===== config.mk =====
export PLATFORM = sky130hd
export DESIGN_NAME = cla8_pipe_flat
export DESIGN_NICKNAME = d
export VERILOG_FILES = /design/src/rtl/cla8_pipe_if.sv /design/src/rtl/cla8_pipe.sv /design/src/flat_wrapper.sv
export SDC_FILE = /design/constraint.sdc
export NUM_CORES = 1
export LEC_CHECK = 0
export CORE_ASPECT_RATIO = 0.75
export CORE_MARGIN = 5
export CORE_UTILIZATION = 58
export CTS_BUF_LIST = sky130_fd_sc_hd__clkbuf_4
export DETAILED_ROUTE_END_ITERATION = 10
export DONT_BUFFER_PORTS = 1
export GPL_ROUTABILITY_DRIVEN = 1
export HOLD_SLACK_MARGIN = 0.06
export PLACE_DENSITY = 0.72
export SYNTH_ARGS = -nofsm -noshare
export SYNTH_HDL_FRONTEND = slang
export SYNTH_SLANG_ARGS = --single-unit

===== constraint.sdc =====
create_clock -name clk -period 1.29 [get_ports clk]
set_input_delay 0.387 -clock clk [delete_from_list [all_inputs] [get_ports clk]]
set_output_delay 0.387 -clock clk [all_outputs]
set_load 0.02 [all_outputs]

===== src/rtl/cla8_pipe_if.sv =====
// rtl/cla8_pipe_if.sv - operand/result handshake bundle for cla8_pipe (out_ovf only with CLA8_OVF_EN)
interface cla8_pipe_if #(
  parameter int WIDTH = 8
);
  logic             in_valid;
  logic             in_ready;
  logic [WIDTH-1:0] in_a;
  logic [WIDTH-1:0] in_b;
  logic             in_cin;
  logic             out_valid;
  logic             out_ready;
  logic [WIDTH-1:0] out_sum;
  logic             out_cout;
`ifdef CLA8_OVF_EN
  logic             out_ovf;

  modport slave (
    input  in_valid, in_a, in_b, in_cin, out_ready,
    output in_ready, out_valid, out_sum, out_cout, out_ovf
  );
  modport master (
    output in_valid, in_a, in_b, in_cin, out_ready,
    input  in_ready, out_valid, out_sum, out_cout, out_ovf
  );
`else
  modport slave (
    input  in_valid, in_a, in_b, in_cin, out_ready,
    output in_ready, out_valid, out_sum, out_cout
  );
  modport master (
    output in_valid, in_a, in_b, in_cin, out_ready,
    input  in_ready, out_valid, out_sum, out_cout
  );
`endif
endinterface


===== src/rtl/cla8_pipe.sv =====
// rtl/cla8_pipe.sv - two-stage pipelined carry-lookahead adder, 4-bit groups; optional signed overflow via CLA8_OVF_EN
module cla8_pipe #(
  parameter int WIDTH = 8
) (
  input logic          clk,
  input logic          rst,
  cla8_pipe_if.slave   io
);
  localparam int NG = WIDTH / 4;

  logic             s1_valid_q;
  logic [WIDTH-1:0] s1_g_q, s1_p_q;
  logic [NG:0]      s1_gc_q;
  logic             s2_valid_q;
  logic [WIDTH-1:0] s2_sum_q;
  logic             s2_cout_q;

  logic [WIDTH-1:0] s1_g_d, s1_p_d;
  logic [NG:0]      s1_gc_d;
  logic [NG-1:0]    grp_g, grp_p;
  logic [WIDTH-1:0] s2_sum_d;
  logic             s2_cout_d;
  logic             s1_adv, s2_adv;

`ifdef CLA8_OVF_EN
  logic s1_amsb_q, s1_bmsb_q;
  logic s2_ovf_q, s2_ovf_d;
`endif

  // Flow control: a stage advances when it is empty or its successor advances
  assign s2_adv      = !s2_valid_q | io.out_ready;
  assign s1_adv      = !s1_valid_q | s2_adv;
  assign io.in_ready = s1_adv;

  // Stage 1 next state: bit g/p, group g/p, and lookahead group carries from cin
  always_comb begin : p_s1
    logic c_v, t_v;
    c_v     = 1'b0;
    t_v     = 1'b0;
    s1_g_d  = io.in_a & io.in_b;
    s1_p_d  = io.in_a ^ io.in_b;
    for (int k = 0; k < NG; k++) begin
      grp_p[k] = &s1_p_d[4*k +: 4];
      grp_g[k] = s1_g_d[4*k+3]
               | (s1_p_d[4*k+3] & s1_g_d[4*k+2])
               | (s1_p_d[4*k+3] & s1_p_d[4*k+2] & s1_g_d[4*k+1])
               | (s1_p_d[4*k+3] & s1_p_d[4*k+2] & s1_p_d[4*k+1] & s1_g_d[4*k]);
    end
    s1_gc_d[0] = io.in_cin;
    // Fully expanded lookahead: every carry is a flat sum of products of group terms and cin
    for (int k = 0; k < NG; k++) begin
      c_v = io.in_cin;
      for (int m = 0; m <= k; m++) c_v = c_v & grp_p[m];
      for (int j = 0; j <= k; j++) begin
        t_v = grp_g[j];
        for (int m = j + 1; m <= k; m++) t_v = t_v & grp_p[m];
        c_v = c_v | t_v;
      end
      s1_gc_d[k+1] = c_v;
    end
  end

  // Stage 2 next state: in-group lookahead from the registered group carry-in, then sum
  always_comb begin : p_s2
    logic c_v, t_v;
    c_v      = 1'b0;
    t_v      = 1'b0;
    s2_sum_d = '0;
    for (int k = 0; k < NG; k++) begin
      for (int i = 0; i < 4; i++) begin
        c_v = s1_gc_q[k];
        for (int m = 0; m < i; m++) c_v = c_v & s1_p_q[4*k+m];
        for (int j = 0; j < i; j++) begin
          t_v = s1_g_q[4*k+j];
          for (int m = j + 1; m < i; m++) t_v = t_v & s1_p_q[4*k+m];
          c_v = c_v | t_v;
        end
        s2_sum_d[4*k+i] = s1_p_q[4*k+i] ^ c_v;
      end
    end
    s2_cout_d = s1_gc_q[NG];
`ifdef CLA8_OVF_EN
    s2_ovf_d  = (s1_amsb_q == s1_bmsb_q) & (s2_sum_d[WIDTH-1] != s1_amsb_q);
`endif
  end

  // Stage 1 registers: load only on an input transfer so idle X never propagates
  always_ff @(posedge clk or posedge rst) begin
    if (rst) begin
      s1_valid_q <= 1'b0;
      s1_g_q     <= '0;
      s1_p_q     <= '0;
      s1_gc_q    <= '0;
`ifdef CLA8_OVF_EN
      s1_amsb_q  <= 1'b0;
      s1_bmsb_q  <= 1'b0;
`endif
    end else if (s1_adv) begin
      s1_valid_q <= io.in_valid;
      if (io.in_valid) begin
        s1_g_q    <= s1_g_d;
        s1_p_q    <= s1_p_d;
        s1_gc_q   <= s1_gc_d;
`ifdef CLA8_OVF_EN
        s1_amsb_q <= io.in_a[WIDTH-1];
        s1_bmsb_q <= io.in_b[WIDTH-1];
`endif
      end
    end
  end

  // Stage 2 registers: hold the result steady until the consumer takes it
  always_ff @(posedge clk or posedge rst) begin
    if (rst) begin
      s2_valid_q <= 1'b0;
      s2_sum_q   <= '0;
      s2_cout_q  <= 1'b0;
`ifdef CLA8_OVF_EN
      s2_ovf_q   <= 1'b0;
`endif
    end else if (s2_adv) begin
      s2_valid_q <= s1_valid_q;
      if (s1_valid_q) begin
        s2_sum_q  <= s2_sum_d;
        s2_cout_q <= s2_cout_d;
`ifdef CLA8_OVF_EN
        s2_ovf_q  <= s2_ovf_d;
`endif
      end
    end
  end

  assign io.out_valid = s2_valid_q;
  assign io.out_sum   = s2_sum_q;
  assign io.out_cout  = s2_cout_q;
`ifdef CLA8_OVF_EN
  assign io.out_ovf   = s2_ovf_q;
`endif

endmodule


===== src/flat_wrapper.sv =====
// flat-port wrapper written by rule: the top's interface ports become plain ports
module cla8_pipe_flat 
#(
  parameter int WIDTH = 8
)
  (clk, rst, io_in_valid, io_in_a, io_in_b, io_in_cin, io_out_ready, io_in_ready, io_out_valid, io_out_sum, io_out_cout);
  cla8_pipe_if #(.WIDTH(WIDTH)) io_i ();
  input logic clk;
  input logic rst;
  input wire logic [$bits(io_i.in_valid)-1:0] io_in_valid;
  input wire logic [$bits(io_i.in_a)-1:0] io_in_a;
  input wire logic [$bits(io_i.in_b)-1:0] io_in_b;
  input wire logic [$bits(io_i.in_cin)-1:0] io_in_cin;
  input wire logic [$bits(io_i.out_ready)-1:0] io_out_ready;
  output wire logic [$bits(io_i.in_ready)-1:0] io_in_ready;
  output wire logic [$bits(io_i.out_valid)-1:0] io_out_valid;
  output wire logic [$bits(io_i.out_sum)-1:0] io_out_sum;
  output wire logic [$bits(io_i.out_cout)-1:0] io_out_cout;
  assign io_i.in_valid = io_in_valid;
  assign io_i.in_a = io_in_a;
  assign io_i.in_b = io_in_b;
  assign io_i.in_cin = io_in_cin;
  assign io_i.out_ready = io_out_ready;
  assign io_in_ready = io_i.in_ready;
  assign io_out_valid = io_i.out_valid;
  assign io_out_sum = io_i.out_sum;
  assign io_out_cout = io_i.out_cout;
  cla8_pipe #(.WIDTH(WIDTH)) u_core (.clk(clk), .rst(rst), .io(io_i));
endmodule

==> results of run 1 <==
what timing repair did:
action,CTS,global route
hold buffers,1,0
endpoints found under the setup margin,4,14
pin swaps,5,6
resized for setup,5,12
hold endpoints to repair,28,0
buffers inserted,3,2
final timing paths:
check                      slack (ps)                   to
setup / recovery                 -100          io_in_ready
hold / removal                    140    u_core.s1_valid_q
setup reg to reg                  -40     u_core.s1_g_q[0]
hold reg to reg                   520     u_core.s1_p_q[3]
max in group asynchronous         480  u_core.io.out_valid
min in group asynchronous         510     u_core.s1_g_q[1]
worst max-delay path: stages, from the launching register on:
cell      delay, ps
dfrtp_2         460
nand3b_4         90
buf_6           120
layout make-up:
| class | instances | share of cell area |
|---|---|---|
| clock buffers | 3 | 0.01394 |
| clock inverters | 1 | 0.01859 |
| inverters | 2 | 0.004648 |
| multi-input cells | 76 | 0.4253 |
| flip-flops and latches | 28 | 0.4345 |
| well taps | 34 | 0.02634 |
| repair buffers | 14 | 0.07668 |
power by group:
part	internal, W	switching (W)
combinational	0.000321	0.000239
sequential	0.00107	0.000294
clock	0.000315	0.000276
stage by stage:
step	utilization	setup WS (ps)	hold slack [ps]	power, W
floorplan	-	8.562	452.3	0.001709
global placement	0.6380	-82.50	362.6	0.001821
detailed placement	0.6380	-101.7	365.1	0.001858
CTS	0.6826	-115.5	133.2	0.002474
global route	0.7113	-155.0	111.9	0.002660
finish	0.7113	-100.1	142.5	0.002518
sequential cells by signal, indices dropped and copies added, names as in the netlist:
register	count
u_core.io.out_valid	1
u_core.s1_g_q	6
u_core.io.out_sum	8
u_core.io.out_cout	1
u_core.s1_p_q	8
u_core.s1_valid_q	1
u_core.s1_gc_q	3
logic make-up (layout without fill, tap and decap cells):
kind of cell,count (synthesis),count (layout),share of synthesized area
AOI/OAI and AO/OA,22,22,0.09502
muxes,17,17,0.1550
DFF,28,28,0.5166
buffers and inverters,4,20,0.02029
xor gates and xnor gates,4,4,0.02583
and+or+nand+nor,23,23,0.09501
adders and majority gates,10,10,0.09225
layout by cell type, fill, tap and decap left out, types with 2 or more instances in the layout:
cell type  Yosys  final
a21o_1         2      2
a21oi_1        6      4
a21oi_2        0      2
buf_4          0     11
clkbuf_4       0      3
dfrtp_1       28     27
ha_1          10      8
inv_1          2      2
mux2_2        12     12
mux2_4         5      5
nand2_1        9      8
nand2b_1       2      2
nor2_1         4      2
nor2_2         0      2
nor3_1         3      2
o21a_4         0      2
o21ai_0        8      5
o21ai_1        0      3
o31ai_1        2      2
xor2_1         4      4
routing by layer:
metal | part of all wire | global-route usage
met5 | 0 | 0
met4 | 0.013 | 0.04483
met3 | 0.050 | 0.06263
met2 | 0.50 | 0.2596
met1 | 0.44 | 0.1836
==> key figures, run 1 <==
Timing
  – Final Hold Viols: 0
  – Worst Slack Setup Final: -100.1 ps
  – Slew HR: 0.7697
  – Setup TNS: -239.2 ps
  – Crit path time final: 1390 ps
  – Final period util: 1.078
  – Max Slew Vio Count: 0
  – Worst slew pin tran: 345.5 ps
  – Fmax: between 0.7 and 0.8 GHz
  – RSZ-0062 raised after global routing: yes
  – Clock skew: 16.76 ps
  – Final setup vio count: 7

Synthesis
  – Seq/Total Area, Yosys: 0.5166
  – Avg Inst Size Synth: 12.56 um^2
  – Fraction of registers with async set/reset: 1.000
  – Syn Nets: 139
  – Top FF cell, synth: dfrtp_1
  – Commonest cells in the netlist: 28 x dfrtp_1, 12 x mux2_2, 10 x ha_1, 9 x nand2_1, 8 x o21ai_0
  – Unique cell type count in the Yosys netlist: 24
  – Top post-synthesis cells by area: dfrtp_1 52%, mux2_2 10%, ha_1 9.2%
  – Number of synthesized flops with an enable pin: 0
  – Most instantiated library cell after synthesis: dfrtp_1
  – Netlist area before placement: about 1400 um^2
  – FF+latch count, synth: 28
  – Synth Warn #: 0
  – Top-area cell type share of the netlist area: 0.5166
  – Synth Instances: around 110
  – Largest area contributor in the netlist: dfrtp_1

Die
  – Row cnt: 15
  – Die Y: a little over 50 um
  – Core area: approximately 2300 um^2
  – Die Span X: 65.84 um
  – # IOs: 32
  – Die area: 3416 um^2
  – Initial core utilization: 0.5972

CTS
  – Root Driver: clkbuf_4
  – CTS tree: done
  – Clk sinks: 28
  – Clock slew at reported path FFs: 140 ps
  – CTS buffer count: 3
  – Insertion delay to the later sink of the worst-skew pair: around 350 ps
  – CTS Buffer Depth: 2
  – H-tree levels: 1

Detailed routing
  – Drt initial violations: 26
  – Via density: 5.449
  – First drt pass iteration count: 2
  – Vias after detailed routing: between 800 and 900
  – Post-route ant nets: 0
  – Drt drc: 0
  – Wire per inst: 15.94 um
  – Routed wire length: 2.518 mm

Placed design
  – Final RePlAce weighted congestion: 0.8309
  – Placed inst area: between 1000 and 1500 um^2
  – Placed cell count: 148
  – Detailed placement HPWL: 1.817 mm
  – Count of buffers from port buffering: 0

GRT
  – Pin count of the biggest net entering global routing: 29
  – Vias in the first global route: slightly below 900
  – GRT overflow: 0
  – Total GRT Usage: 0.1550
  – Initial antenna violation count: 0
  – First-pass GRT wire length: 3.898 mm

Setup path
  – Critical Path Sink Type: output pin
  – CP required: 900 ps
  – CP Max Fanout: 3
  – Worst Setup SP: u_core.io.out_valid
  – Critical R2R Launch: u_core.s1_valid_q
  – Setup CP Type: reg -> out
  – Worst setup SP type: register
  – Arrival time at the worst endpoint: 1000 ps
  – R2R cell count: 5

Min path
  – Depth of the worst hold-timing path: 1
  – Hold WC Path Type: in -> reg
  – Worst Min Path Start: io_in_valid

Cells and area
  – Fillers: 173
  – Design Area, Final: 1615 um^2
  – Antenna cells: 0
  – Multi-input logic area: 686.9 um^2
  – FF+latch area: 701.9 um^2
  – NumNets Final: 156
  – Layout overhead on the synthesized area: 19.10%
  – Layout cells sized above 1: 0.3790
  – Finished Layout Cells: 158

Run
  – Max_cap viols: 0

Run status
  – Status: complete, but fails checks
  – Failing checks: negative setup slack

Power
  – Pwr dens: 1559 nW/um^2
  – Leak pwr: between 0.7 and 0.8 nW
  – VDD IR max: about 1.2 mV
No activity file was read; power rests on OpenSTA's default activity.
==> run 2, diff against run 1 <==
- CORE_MARGIN: 5 -> default
- SLEW_MARGIN: default -> 20
==> key figures, run 2 (synthesis gave the netlist of run 1 again) <==
Detailed routing
  – Wire per inst: 16.16 um
  – M1 WL: 1.083 mm
  – Drt drc: 2
  – Top routing layer in use: met4
  – Met2 Wirelength: roughly 1.2 mm
  – Drt initial violations: 31
  – Vias after detailed routing: approximately 850
  – Met3 routed WL: 108 um
  – Routed wire length: 2.392 mm
  – Via density: 5.770
  – Post-route ant nets: 0
  – First drt pass iteration count: 7

Die
  – # IOs: 32
  – Initial core utilization: 0.6452
  – Core area: 2102 um^2
  – Die Span X: 57.84 um
  – Die Y: 43.88 um
  – Row cnt: 14
  – Die area: 2538 um^2

CTS
  – H-tree levels: 1
  – Root Driver: clkbuf_4
  – Insertion delay to the later sink of the worst-skew pair: ~330 ps
  – CTS Buffer Depth: 2
  – Clock slew at reported path FFs: 130 ps
  – CTS tree: done
  – Clk sinks: 28
  – CTS buffer count: 3

Setup path
  – CP endpoint: io_in_ready
  – FF-to-FF End: u_core.io.out_sum[3]
  – CP Max Fanout: 3
  – R2R cell count: 5
  – Reg2Reg Setup Slack: ~10 ps
  – Worst setup SP type: register
  – Critical Path Sink Type: output pin
  – Critical R2R Launch: u_core.s1_p_q[0]
  – Worst Setup SP: u_core.io.out_valid
  – CP required: 900 ps
  – Setup CP Type: reg -> out
  – Arrival time at the worst endpoint: 980 ps

Power
  – Reg power frac: 0.550
  – Gate power share: 0.223
  – Clk pwr share: 0.227
  – Overall Power: about 0.0025 W
  – Leak pwr: 0.7399 nW
  – Sw Share: 0.3125
  – Pwr dens: 1568 nW/um^2
  – VDD IR max: 1.160 mV
  – Psw: 0.0007702 W
  – Internal Power: 0.001694 W

Timing
  – Fmax: 0.7306 GHz
  – Setup TNS: -107.9 ps
  – Worst slew pin tran: between 300 and 400 ps
  – RSZ-0062 raised after global routing: yes
  – Crit path time final: 1369 ps
  – Final period util: 1.061
  – Clock skew: between 10 and 15 ps
  – Worst Slack Setup Final: -78.70 ps
  – Final setup vio count: 2
  – Max Slew Vio Count: 0
  – Slew HR: 0.7710
  – Final Hold Viols: 0

Placed design
  – Count of buffers from port buffering: 0
  – Final RePlAce weighted congestion: 0.7802
  – Placed inst area: 1436 um^2
  – Detailed placement HPWL: 1.608 mm

Cells and area
  – Design Area, Final: 1572 um^2
  – Leading cell type in the layout, fill and taps excluded: dfrtp_1
  – Fillers: 158
  – Antenna cells: 0
  – NumNets Final: 156
  – Commonest cells after routing, fill and taps aside: 27 x dfrtp_1, 12 x mux2_2, 11 x buf_4
  – Layout cells sized above 1: 0.3468
  – Layout overhead on the synthesized area: 15.87%

Run status
  – Failing checks: design-rule violations, negative setup slack
  – Status: complete, but fails checks

Run
  – Max_cap viols: 0

GRT
  – Vias in the first global route: 795
  – Total GRT Usage: 0.1919
  – Initial antenna violation count: 0
  – GRT overflow: 0
  – Pin count of the biggest net entering global routing: 29
  – First-pass GRT wire length: 3.532 mm

Min path
  – Hold WC Path Type: in -> reg
==> run 2: worst min path at each step <==
stage                                 endpoint  cells past startpoint   startpoint
after floorplan             u_core.io.out_cout                      1          rst
after global placement    u_core.io.out_sum[5]                      2          rst
after detailed placement  u_core.io.out_sum[5]                      2          rst
after CTS                    u_core.s1_valid_q                      1  io_in_valid
after global routing         u_core.s1_valid_q                      1  io_in_valid
final                        u_core.s1_valid_q                      1  io_in_valid
==> run 2: layout make-up <==
| cell class | instances | area, um^2 | share of cell area |
|---|---|---|---|
| Clock buffer | 3 | 22.52 | 0.01433 |
| Clock inverter | 1 | 30.03 | 0.01911 |
| Inverter | 2 | 7.507 | 0.004777 |
| Multi-Input combinational cell | 77 | 675.6 | 0.4299 |
| Sequential cell | 28 | 701.9 | 0.4467 |
| Tap cell | 24 | 30.03 | 0.01911 |
| Timing Repair Buffer | 13 | 103.9 | 0.06608 |
==> run 2: what timing repair did <==
action | 4_1_cts | 5_1_grt
pin swaps | 5 | 6
setup buffers | 3 | 1
gates cloned | 0 | 1
setup endpoints to repair | 4 | 12
endpoints found under the hold margin | 28 | 0
resized for setup | 5 | 7
hold buffers | 1 | 0
==> run 2: critical path, cell delays in order (launching register included) <==
cell and delay, ps:
dfrtp_2 450, nand3b_4 90, buf_6 120
==> run 2: through the flow <==
step | setup WS [ps] | hold WS, ps | util | std cells
after floorplan | 8.562 | 452.3 | - | 108
after global placement | -71.85 | 359.0 | 0.6833 | 138
after detailed placement | -111.4 | 360.6 | 0.6833 | 138
after CTS | -86.17 | 152.0 | 0.7315 | 146
after global routing | -122.3 | 144.6 | 0.7476 | 148
final | -78.70 | 161.0 | 0.7476 | 148
==> run 2: power groups by stage <==
stage                     Combinational (W)  Sequential (W)  Clock [W]
after floorplan                    0.000377         0.00133          0
after global placement             0.000463         0.00136          0
after detailed placement           0.000479         0.00137          0
after CTS                          0.000513         0.00135   0.000572
after global routing               0.000610         0.00138   0.000604
final                              0.000549         0.00136   0.000559
==> run 2: per-layer routing <==
layer	track usage	up-vias
li1	-	420
met1	0.2500	412
met2	0.3195	20
met3	0.06866	2
met4	0.02857	0
met5	0	-
==> patch 1, RTL diff (settings of run 1) <==
`WIDTH` is set to 8 in 3 places; all go to 12.
--- a/src/rtl/cla8_pipe_if.sv
+++ b/src/rtl/cla8_pipe_if.sv
@@ -1,5 +1,5 @@
 // rtl/cla8_pipe_if.sv - operand/result handshake bundle for cla8_pipe (out_ovf only with CLA8_OVF_EN)
 interface cla8_pipe_if #(
-  parameter int WIDTH = 8
+  parameter int WIDTH = 12
 );
   logic             in_valid;
--- a/src/rtl/cla8_pipe.sv
+++ b/src/rtl/cla8_pipe.sv
@@ -1,5 +1,5 @@
 // rtl/cla8_pipe.sv - two-stage pipelined carry-lookahead adder, 4-bit groups; optional signed overflow via CLA8_OVF_EN
 module cla8_pipe #(
-  parameter int WIDTH = 8
+  parameter int WIDTH = 12
 ) (
   input logic          clk,
--- a/src/flat_wrapper.sv
+++ b/src/flat_wrapper.sv
@@ -2,5 +2,5 @@
 module cla8_pipe_flat 
 #(
-  parameter int WIDTH = 8
+  parameter int WIDTH = 12
 )
   (clk, rst, io_in_valid, io_in_a, io_in_b, io_in_cin, io_out_ready, io_in_ready, io_out_valid, io_out_sum, io_out_cout);
Interface: changed (resized io_in_a, io_in_b and io_out_sum); port bits go from 32 to 44. The function was not compared with the original's and may differ.
==> patch 1 against run 1 <==
- the run still ends with negative setup slack left
- final area up 59%
- worst setup slack worse by 0.043 ns
- sequential cell count up 12
- combinational power up 81%
- global-route usage up 3.2 points
- die area up 34%
- sequential power up 42%
- area after synthesis up 42%
- power up 57%
- wire length up 65%
==> patch 1: results (changes against run 1) <==
Status - finished with violations
Vias in the first global route - 1447 (+63%)
Top cells by count, synth - dfrtp_1 (40), mux2_2 (22), ha_1 (15), nand2_1 (15), o21ai_0 (9)
Fill cell count - 190 (+9.8%)
Routability congestion estimate - 0.823 (-1.0%)
Unique masters post-synth - 28 (+17%)
Internal - 2.74 mW (+61%)
WL final - 4.15 mm (+65%)
Post-Place Cell Area - 2200 um^2 (+52%)
Clk slew on worst S/H paths - 0.11 ns (-0.03 ns)
Worst R2R Start - u_core.s1_gc_q[1]$_DFFE_PP0P_
Reg-to-Reg End - u_core.io.out_sum[7]$_DFFE_PP0P_
Nets - 235 (+51%)
Max IR drop VDD - 849 uV (-30%)
Max H-tree Level - 2 (+1)
Final worst slack - -0.143 ns (-0.0430 ns)
Clk_skew - 0.00780 ns (-0.00896 ns)
CTS Buf Count - 5 (+2)
Failing checks - negative setup slack
Share of cells above drive strength 1 - 45.5% (+7.6 points)
First-pass GRT wire length - 6.63 mm (+70%)
Final setup viols - 24 (+17)
Worst reg2reg setup slack - -0.14 ns (-0.10 ns)
DR iter-0 viols - 30 (+15%)
Worst-margin pin slew - 0.422 ns (+0.0762 ns)
R2R cell count - 6 (+1)
Top cells by area, synth - dfrtp_1 (52%), mux2_2 (13%), ha_1 (9.7%)
Drt first pass iters - 4 (+2)
Crit path max fanout - 2 (-1)
Syn_nets - 200 (+44%)
GRT Total Usage - 18.7% (+3.2 points)
Dpl hpwl - 2.83 mm (+56%)
Worst hold slack - 0.156 ns (+0.0134 ns)
Sequential element share of the synthesized area - 51.9% (+0.29 points)
[patch 1: cell families after synthesis]
group / Yosys count / share of synthesized area [%]
adders and majority gates: 15 / 9.74
buffers and inverters: 7 / 2.66
DFF: 40 / 51.9
muxes: 25 / 15.2
AOI/OAI and AO/OA: 30 / 9.61
xor gates and xnor gates: 4 / 1.82
and+or+nand+nor: 35 / 9.03
[patch 1: critical path, stage by stage, from the launching register on]
cell	delay [ns]
dfrtp_1	0.40
ha_2	0.19
o21a_1	0.20
o21a_1	0.20
nor2_1	0.13
xor2_1	0.16
o21ai_1	0.07
[patch 1: worst max-delay path by stage]
stage                                   from                          endpoint  slack [ns]  cells after the start
2_1_floorplan                     io_in_b[0]     u_core.s1_gc_q[3]$_DFFE_PP0P_       -0.11                      6
3_3_place_gp                      io_in_b[0]     u_core.s1_gc_q[3]$_DFFE_PP0P_       -0.20                      6
3_5_place_dp                      io_in_b[4]     u_core.s1_gc_q[3]$_DFFE_PP0P_       -0.21                      6
4_1_cts         u_core.s1_p_q[0]$_DFFE_PP0P_  u_core.io.out_sum[3]$_DFFE_PP0P_       -0.18                      6
5_1_grt         u_core.s1_p_q[4]$_DFFE_PP0P_  u_core.io.out_sum[7]$_DFFE_PP0P_       -0.24                      6
6_report       u_core.s1_gc_q[1]$_DFFE_PP0P_  u_core.io.out_sum[7]$_DFFE_PP0P_       -0.14                      6
[patch 1: layout make-up]
type                            instances  area (um^2)  area share, %
Multi-Input combinational cell        109         1070           41.6
Sequential cell                        40         1000           39.0
Timing Repair Buffer                   33          340           13.2
Clock inverter                          2         60.1           2.34
Tap cell                               40         50.0           1.95
Clock buffer                            5         37.5           1.46
Inverter                                2         11.3          0.438
[patch 1: per-stage QoR]
stage / setup WS [ns] / util, % / std cells
after floorplan: -0.114 / - / 156
after global placement: -0.204 / 67.7 / 211
after detailed placement: -0.205 / 67.7 / 211
after CTS: -0.177 / 74.6 / 225
after global routing: -0.239 / 79.2 / 231
final: -0.143 / 79.2 / 231
[patch 1: timing repair]
item,CTS,global route
pin swaps,10,7
resized for setup,23,16
hold endpoints to repair,17,0
hold buffers,1,0
endpoints found under the setup margin,8,37
setup buffers,6,3
gates cloned,0,3
[patch 1: power groups by stage]
| stage | combinational (mW) | clock, mW | sequential (mW) |
|---|---|---|---|
| floorplan | 0.553 | 0 | 1.89 |
| detailed placement | 0.783 | 0 | 1.95 |
| global route | 1.11 | 1.08 | 1.98 |
| global placement | 0.745 | 0 | 1.94 |
| CTS | 0.896 | 1.02 | 1.94 |
| finish | 1.01 | 0.996 | 1.95 |
[patch 1: per-layer routing]
layer | track usage [%] | wire (um)
met1 | 22.1 | 1830
met2 | 31.3 | 1990
met3 | 6.17 | 274
met4 | 9.48 | 55
met5 | 0 | 0
==> patch 2, RTL diff (flow settings as in run 1) <==
Without the edit above. Reset style: synchronous (`rst`), changed in 2 clocked blocks.
--- a/src/rtl/cla8_pipe.sv
+++ b/src/rtl/cla8_pipe.sv
@@ -86,5 +86,5 @@
 
   // Stage 1 registers: load only on an input transfer so idle X never propagates
-  always_ff @(posedge clk or posedge rst) begin
+  always_ff @(posedge clk) begin
     if (rst) begin
       s1_valid_q <= 1'b0;
@@ -111,5 +111,5 @@
 
   // Stage 2 registers: hold the result steady until the consumer takes it
-  always_ff @(posedge clk or posedge rst) begin
+  always_ff @(posedge clk) begin
     if (rst) begin
       s2_valid_q <= 1'b0;
Check against the original RTL: differs if rst is asserted again (counterexample within 4 cycles, from zero or initial values and one cycle with rst high); with rst held inactive, the same outputs for 10 cycles.
==> patch 2 against run 1 <==
- the run still ends with negative setup slack left
- first-iteration DRC count up 69%
- wire length rose by 11%
- worst setup slack improved by 0.066 ns
- highest routed layer unchanged
- worst hold slack got worse by 0.029 ns
- area after synthesis decreased by 0.74%
- clock skew is 0.010 ns lower
- critical path type unchanged
- sequential cell count is the same
- final area shrank 2.9%
Power is not compared: it rests on default switching activity, and its combinational part moved more than twofold at a synthesized area within 25%.
==> patch 2: results (changes against run 1) <==
Status - finished with violations
Failing checks - negative setup slack
Hold crit path type - input port to flop
Largest net degree at the start of global routing - 36 (+24%)
Top cells by area, synth - dfxtp_1 (42%), nand2_1 (11%), ha_1 (9.3%)
Clock root cell - clkbuf_4
Final setup viols - 1 (-6)
DR iter-0 viols - 44 (+69%)
Unique masters post-synth - 34 (+42%)
Clk_skew - 0.00678 ns (-0.00998 ns)
Dpl hpwl - 2.07 mm (+14%)
Nets - 198 (+27%)
Post-Place Cell Area - 1450 um^2 (+0.35%)
Place WS - -0.167 ns (-0.0650 ns)
Reg-to-Reg End - u_core.io.out_sum[3]$_SDFFE_PP0P_
Initial antenna violation count - 0 (unchanged)
Port-buffer cells - 0 (unchanged)
Max H-tree Level - 1 (unchanged)
CP peak stage delay - 0.39 ns (-0.07 ns)
Clk pwr share - 22.2%
Asr flop ratio synth - 0% (-100 points)
GR Layer Usage met1 - 21.1% (+2.8 points)
Leakage - 0.621 nW
Hold depth - 1 (unchanged)
Crit path max fanout - 3 (unchanged)
GRT Total Usage - 17.1% (+1.6 points)
First-pass GRT wire length - 4.40 mm (+13%)
N_diodes - 0 (unchanged)
Share of cells above drive strength 1 - 24.1% (-14 points)
CTS Buffer Depth - 2 (unchanged)
Seq pwr - 0.967 mW
Ys Warns - 0 (unchanged)
Worst-skew pair later-pin latency - 0.32 ns (-0.03 ns)
R2R cell count - 5 (unchanged)
DR vias/cell - 5.83 (+7.0%)
Routability congestion estimate - 0.809 (-2.7%)
Syn_nets - 186 (+34%)
WL/cell - 14.6 um (-8.2%)
Top cells by count, synth - nand2_1 (38), dfxtp_1 (28), a21oi_1 (24)
CP Launch Point - u_core.s1_valid_q$_SDFFE_PP0N_
Hold Crit Start - rst
Hold Crit Endpoint - u_core.io.out_sum[5]$_SDFFE_PP0P_
Worst-margin pin slew - 0.266 ns (-0.0791 ns)
Vias in the first global route - 1038 (+17%)
Worst R2R Start - u_core.s1_gc_q[0]$_SDFFE_PP0P_
CTS Buf Count - 3 (unchanged)
Worst reg2reg setup slack - 0.04 ns (+0.08 ns)
CP endpoint - io_in_ready
Drt first pass iters - 4 (+2)
Met3 Usage GRT - 6.91% (+0.65 points)
Sequential element share of the synthesized area - 41.6% (-10 points)
Worst EP arrival - 0.94 ns (-0.06 ns)
Final worst slack - -0.0341 ns (+0.0660 ns)
Worst path slowest cell - dfxtp_2
Met2 Use GR - 27.6% (+1.7 points)
Internal - 1.17 mW
==> patch 2: changes by cell type after synthesis, moves of 3 or more <==
cell	run 1	this run
xor2_1	4	0
nand4_1	0	3
dfxtp_1	0	28
nand2_1	9	38
o21ai_0	8	2
a21oi_1	6	24
mux2_4	5	0
dfrtp_1	28	0
mux2_2	12	0
==> patch 2: through the flow <==
| stage | hold WS [ns] | cells | TNS [ns] | utilization, % |
|---|---|---|---|---|
| 2_1_floorplan | 0.440 | 155 | -0.102 | - |
| 3_3_place_gp | 0.441 | 183 | -0.359 | 64.6 |
| 3_5_place_dp | 0.448 | 183 | -0.643 | 64.6 |
| 4_1_cts | 0.0960 | 188 | -0.0382 | 66.7 |
| 5_1_grt | 0.0726 | 191 | -0.204 | 69.7 |
| 6_report | 0.114 | 191 | -0.0341 | 69.7 |
==> patch 2: timing repair <==
action / CTS / global route
resized for setup: 7 / 9
buffers inserted: 1 / 3
setup endpoints to repair: 7 / 13
pin swaps: 0 / 3
==> patch 2: cell families after synthesis <==
group	Yosys count	synth area share, %
flops	28	41.6
simple gates	66	24.2
buf+inv	11	5.76
xor+xnor	2	1.30
fa+ha+maj	10	9.29
compound gates	38	17.8
==> patch 2: per-layer routing <==
layer	vias up	part of all wire, %
met1	504	47
met5	-	0
met2	38	45
met4	0	1.2
met3	4	6.8
li1	568	-
==> patch 2: worst max-delay path, delay by kind of cell, from the launching register on <==
kind / cells / cell delay [ns]
buffers and inverters: 1 / 0.14
DFF: 1 / 0.39
and+or+nand+nor: 1 / 0.09
==> patch 2: layout make-up <==
class | count | area, um^2
clock inverters | 1 | 3.75
clock buffers | 3 | 22.5
flip-flops and latches | 28 | 567
repair buffers | 16 | 128
inverters | 2 | 7.51
fillers | 176 | 683
well taps | 25 | 31.3
multi-input cells | 116 | 810
